--- config.mk ---
export PLATFORM = sky130hd
export DESIGN_NAME = pc_fetch_ctrl
export DESIGN_NICKNAME = d
export VERILOG_FILES = /design/src/rtl/pc_fetch_ctrl.sv
export SDC_FILE = /design/constraint.sdc
export NUM_CORES = 1
export LEC_CHECK = 0
export ABC_AREA = 0
export CORE_ASPECT_RATIO = 1.75
export CORE_MARGIN = 10
export CORE_UTILIZATION = 42
export DETAILED_ROUTE_END_ITERATION = 6
export MAX_ROUTING_LAYER = met4
export PLACE_DENSITY = 0.91
export RECOVER_POWER = 50
export SETUP_SLACK_MARGIN = 0.1
export SLEW_MARGIN = 40
export SYNTH_ARGS = -nofsm -noshare
export SYNTH_HDL_FRONTEND = slang
export SYNTH_SLANG_ARGS = --single-unit
--- constraint.sdc ---
create_clock -name clock -period 3.2 [get_ports clock]
set_input_delay 0.8 -clock clock [delete_from_list [all_inputs] [get_ports clock]]
set_output_delay 0.8 -clock clock [all_outputs]
set_load 0.03 [all_outputs]
--- src/rtl/pc_fetch_ctrl.sv ---
// Instruction-fetch controller: owns the PC, fetches over a req/ready + rvalid handshake, applies redirects.
// Optional feature: define MISALIGN_TRAP_EN to trap misaligned redirect targets into a HALT state.
module pc_fetch_ctrl #(
    parameter logic [31:0] RESET_PC = 32'h0000_0000
) (
    input  logic        clock,
    input  logic        reset,
    input  logic        stall,
    input  logic        branch,
    input  logic        branch_taken,
    input  logic [31:0] branch_target,
    input  logic        jump,
    input  logic [31:0] jump_target,
    output logic        imem_req,
    output logic [31:0] imem_addr,
    input  logic        imem_ready,
    input  logic        imem_rvalid,
    input  logic [31:0] imem_rdata,
    output logic        instr_valid,
    output logic [31:0] instr,
    output logic [31:0] instr_pc,
    output logic [2:0]  pc_sel,
    output logic        misalign
);

`ifdef MISALIGN_TRAP_EN
    typedef enum logic [1:0] {S_REQ, S_WAIT, S_DRAIN, S_HALT} state_t;
`else
    typedef enum logic [1:0] {S_REQ, S_WAIT, S_DRAIN} state_t;
`endif

    state_t      state, state_n;
    logic [31:0] pc, pc_n;
    logic [2:0]  sel_n;
    logic        capture;
    logic        redirect;
    logic        bad_target;
    logic        accept;
    logic [31:0] target_raw;
    logic [31:0] target;
    logic [2:0]  redir_sel;

    assign redirect   = jump | (branch & branch_taken);
    assign target_raw = jump ? jump_target : branch_target;
    assign redir_sel  = jump ? 3'b100 : 3'b011;

`ifdef MISALIGN_TRAP_EN
    assign target     = target_raw;
    assign bad_target = redirect & (target_raw[1:0] != 2'b00);
`else
    assign target     = target_raw & 32'hFFFF_FFFC;
    assign bad_target = 1'b0;
`endif

    // Request is suppressed while reset is held so the port reads idle during reset.
    assign imem_req  = (state == S_REQ) & ~stall & ~reset;
    assign imem_addr = pc;
    assign accept    = imem_req & imem_ready;

    always_comb begin
        // NOTE: every output of this block gets a default first so no latch is inferred.
        state_n = state;
        pc_n    = pc;
        sel_n   = pc_sel;
        capture = 1'b0;

        if (redirect) begin
            pc_n  = target;
            sel_n = redir_sel;
        end else if (branch) begin
            sel_n = 3'b010;
        end

        case (state)
            S_REQ: begin
                if (accept) state_n = redirect ? S_DRAIN : S_WAIT;
            end
            S_WAIT: begin
                if (redirect) begin
                    // A response landing with the redirect is stale; nothing remains in flight.
                    state_n = imem_rvalid ? S_REQ : S_DRAIN;
                end else if (imem_rvalid) begin
                    capture = 1'b1;
                    pc_n    = pc + 32'd4;
                    sel_n   = 3'b000;
                    state_n = S_REQ;
                end
            end
            S_DRAIN: begin
                if (imem_rvalid) state_n = S_REQ;
            end
            default: state_n = S_REQ;
        endcase

`ifdef MISALIGN_TRAP_EN
        if (state == S_HALT) begin
            state_n = S_HALT;
            pc_n    = pc;
            sel_n   = pc_sel;
        end else if (bad_target) begin
            state_n = S_HALT;
            pc_n    = pc;
            sel_n   = pc_sel;
            capture = 1'b0;
        end
`endif
    end

    always_ff @(posedge clock) begin
        // NOTE: sequential state uses non-blocking assignments so all registers update together.
        if (reset) begin
            state       <= S_REQ;
            pc          <= RESET_PC;
            pc_sel      <= 3'b000;
            instr_valid <= 1'b0;
            instr       <= 32'h0;
            instr_pc    <= 32'h0;
        end else begin
            state       <= state_n;
            pc          <= pc_n;
            pc_sel      <= sel_n;
            instr_valid <= capture;
            if (capture) begin
                instr    <= imem_rdata;
                instr_pc <= pc;
            end
        end
    end

`ifdef MISALIGN_TRAP_EN
    always_ff @(posedge clock) begin
        if (reset) misalign <= 1'b0;
        else       misalign <= bad_target & (state != S_HALT);
    end
`else
    assign misalign = 1'b0;
`endif

endmodule

* Word level (Yosys, flattened, before mapping)
Cells that the tools add are included.
** Word-level totals
- Bits of input ports :: 104
- Register bits :: 102
- Output and inout port bits :: 102
- Word-level logic and storage cells :: 38
** Operators by class
- Bitwise logic cells :: 7
- Reduce and logical (&&, ||, !) cells :: 1
- Equal/unequal tests :: 3
- Add/subtract/negate cells :: 1
- Mux-type cells :: 20
** Operators with widths (count)
- $mux W32 :: 5
- $add A32 B3 Y32 const B :: 1
- $mux W3 :: 6
- $mux W2 :: 5
- $pmux W2 S3 :: 1
- $and A1 B1 Y1 :: 4
- $mux W1 :: 3
- $eq A2 B1 Y1 const B :: 1
- $eq A2 B2 Y1 const B :: 1
- $logic_not A2 Y1 :: 1
- $ne A2 B2 Y1 const B :: 1
- $not A1 Y1 :: 2
- $or A1 B1 Y1 :: 1

* Longest topological paths before layout
- Depth after elaboration :: 6
- Gate-level depth with buffers :: 8
- Mapped depth without buffers :: 6

* Least setup slack after synthesis
Ideal clock, no wire load.
- Path type :: input -> output
- From :: in reset
- To :: out imem_req
- Setup slack :: 0.322 ns
- Data arrival time :: 2.078 ns
- Required time :: 2.400 ns
- Path buffers :: 2
- Cell stages on the path :: 3
- Path through :: clkbuf_1 -> clkbuf_1 -> nor4_1
** On the way
- Word-level cells in the longest chain between the ends :: 2
** RTL lines
- start, declared :: RTL line 7 : input logic reset,
- $not A1 Y1 :: RTL line 56 : assign imem_req = (state == S_REQ) & ~stall & ~reset;
- $and A1 B1 Y1 :: RTL line 56
- end, declared :: RTL line 14 : output logic imem_req,
No other way between the ends.

* Worst setup path in the final report
- From :: in stall
- To :: out imem_req
** On the way
- Word-level cells in the longest chain between the ends :: 3
** RTL lines
- start, declared :: RTL line 8 : input logic stall,
- $not A1 Y1 :: RTL line 56
- $and A1 B1 Y1 (2 in a row) :: RTL line 56
No other way between the ends.

==> flow_summary.json <==
{
  "setup_tns_ps": 0,
  "met1_length_um": 6150,
  "setup-violations-final": 0,
  "post_cts_buffers": 0,
  "path_max_fanout": 3,
  "rows": 50,
  "netlist_area_um2": 4520,
  "hold_buffers": 0,
  "cts_tree": "built",
  "drv_cap": 0,
  "h-tree-depth": 3,
  "cp_common_cell": "clkdlybuf4s50_1",
  "multi_input_area_um2": 2310,
  "die_w_um": 98.4,
  "final_area_um2": 6930,
  "hp-class": "flop to flop",
  "dp_worst_setup_slack_ps": 202,
  "relSlewSlack": 0.397,
  "hpwlAfterDp_um": 12300,
  "top_layer_used": "met4",
  "synth-main-ff-cell": "dfxtp_1",
  "grt_usage": 0.205,
  "cp_data_arrival_time_ps": 2200,
  "dr.pass1.iters": 5,
  "rsz0062_at_grt": "false",
  "place_area_um2": 6660,
  "cts_buffers": 9,
  "synthTopCellsByCount": "nand2_1 (163), dfxtp_1 (102), a21oi_1 (98), nor2_1 (40), clkbuf_1 (36)",
  "synth_cells": 603,
  "critPathKind": "input pin to primary output",
  "layout-drive-gt1-share": 0.0455,
  "wl_per_cell_um": 17.7,
  "crit_buf_inv": 2,
  "fill_cells": 895,
  "synth_top_area_frac": 0.452,
  "cpMaxStageDelayCell": "clkdlybuf4s50_1",
  "power.leakage_nw": 2.56,
  "clock_latency_ps": 350,
  "ir_worst_vdd_mv": 0.288,
  "antenna_found_initial": 0,
  "grt_pass1_vias": 4880,
  "status": "completed",
  "start_util": 0.425,
  "synthTopCellsByArea": "dfxtp_1 (45%), nand2_1 (14%), a21oi_1 (11%)",
  "finalClockSkew_ps": 6.70,
  "clk_path_buf_depth": 2,
  "fin_cells": 921,
  "fin_nets": 891,
  "cp_data_required_time_ps": 2400,
  "dieArea_um2": 15500,
  "timing.fmax_mhz": 334,
  "synthArstFlopShare": 0,
  "drt_iter0_drc": 258,
  "drc": 0,
  "cp_top_family": "buffers and inverters",
  "crit_chain": "clkdlybuf4s50_1, nor4_1, clkdlybuf4s50_1",
  "finish.utilization": 0.651,
  "grt_max_degree": 70,
  "slew_violations": 0,
  "area_delta_synth_final_pct": 53.2,
  "grt_first_pass_wirelength_um": 25300,
  "syn_nets": 708,
  "wl_met3_um": 1030,
  "yosysMostFrequentCell": "nand2_1",
  "routed_wl_um": 16300,
  "tightest_slew_ps": 905,
  "yosysWarningCount": 0,
  "core-area_um2": 10600,
  "crit_path_max_incr_delay_ps": 720,
  "ys_seq_elements": 102,
  "wl_met2_um": 8670,
  "syn_avg_cell_area_um2": 7.50,
  "die_h_um": 157,
  "fin_crit_sh": 0.936,
  "diodes": 0,
  "dp.cells": 905,
  "cts_resized": 0,
  "clk_root_buffer_cell": "clkbuf_16",
  "ff_latch_area_um2": 2040,
  "p_per_area_nw_per_um2": 402,
  "end_kind": "primary output",
  "synthDistinctLibCells": 47,
  "ant_nets": 0,
  "cts.sinks": 102,
  "period_needed_ps": 3000,
  "fin_ws_ps": 204,
  "numPortBuffers": 200,
  "grt_overflow": 0,
  "yosysTopAreaCell": "dfxtp_1",
  "place.gp.congestion": 0.879,
  "vias": 4924,
  "finalHoldViolations": 0,
  "clk_pin_slew_ps": 60,
  "crit_path_start_kind": "input pin",
  "viasPerCell": 5.35,
  "synth_enable_flop_cells": 0,
  "io_pins": 206,
  "yosysSeqAreaShare": 0.452
}
kinds of logic (layout without fill, tap and decap cells):
group	count (synthesis)	count (layout)	share of synthesized area
xor+xnor	19	19	0.0368
fa+ha+maj	1	1	0.00277
simple gates	287	287	0.284
other cells	1	1	0.000829
buf+inv	48	236	0.0410
compound gates	141	141	0.175
flops	102	102	0.452
mux	4	4	0.00885
routing by layer:
metal / vias to the layer above / track usage
li1: 2435 / -
met1: 2267 / 0.220
met2: 189 / 0.362
met3: 33 / 0.0439
met4: 0 / 0.0768
met5: - / -
state kept, by name, indices dropped and copies added (netlist names):
| name | count |
|---|---|
| imem_addr | 32 |
| instr | 32 |
| instr_pc | 32 |
| pc_sel | 3 |
| state | 2 |
| instr_valid | 1 |
final timing paths:
kind	slack, ps	to	from	cells past startpoint
min reg2reg	450	instr[2]$_SDFFE_PP0P_	instr[2]$_SDFFE_PP0P_	2
max	200	imem_req	stall	3
min	450	instr[2]$_SDFFE_PP0P_	instr[2]$_SDFFE_PP0P_	2
max reg2reg	470	imem_addr[22]$_SDFF_PP0_	imem_addr[3]$_SDFF_PP0_	6
where the power goes:
part	switching [W]	internal [W]
Clock	0.000484	0.000549
Sequential	0.0000510	0.00130
Combinational	0.000196	0.000206
Total	0.000731	0.00206
layout by cell type, fill, tap and decap left out, drive strengths merged, types with 13 or more instances in the layout:
| master | n |
|---|---|
| nand2 | 163 |
| clkdlybuf4s50 | 127 |
| dfxtp | 102 |
| a21oi | 98 |
| dlygate4sd3 | 71 |
| nor2 | 40 |
| nand3 | 21 |
| nor3 | 16 |
| clkbuf | 15 |
| o21ai | 13 |
| buf | 13 |
stage by stage:
stage / power (W) / hold slack (ps)
finish: 0.00279 / 451
global route: 0.00289 / 468
detailed placement: 0.00178 / 446
global placement: 0.00178 / 441
floorplan: 0.00155 / 486
CTS: 0.00281 / 455
worst min-delay path, cell delays in order (launching register included):
cell	delay, ps
dfxtp_1	310
nand2_1	50
a21oi_1	50
cell type report:
class | instances | share of cell area
timing repair buffer | 215 | 0.306
multi-input combinational | 453 | 0.333
inverter | 5 | 0.00271
clock inverter | 5 | 0.00506
sequential | 102 | 0.295
tap | 130 | 0.0235
clock buffer | 11 | 0.0350
No activity file was read; power rests on OpenSTA's default activity.
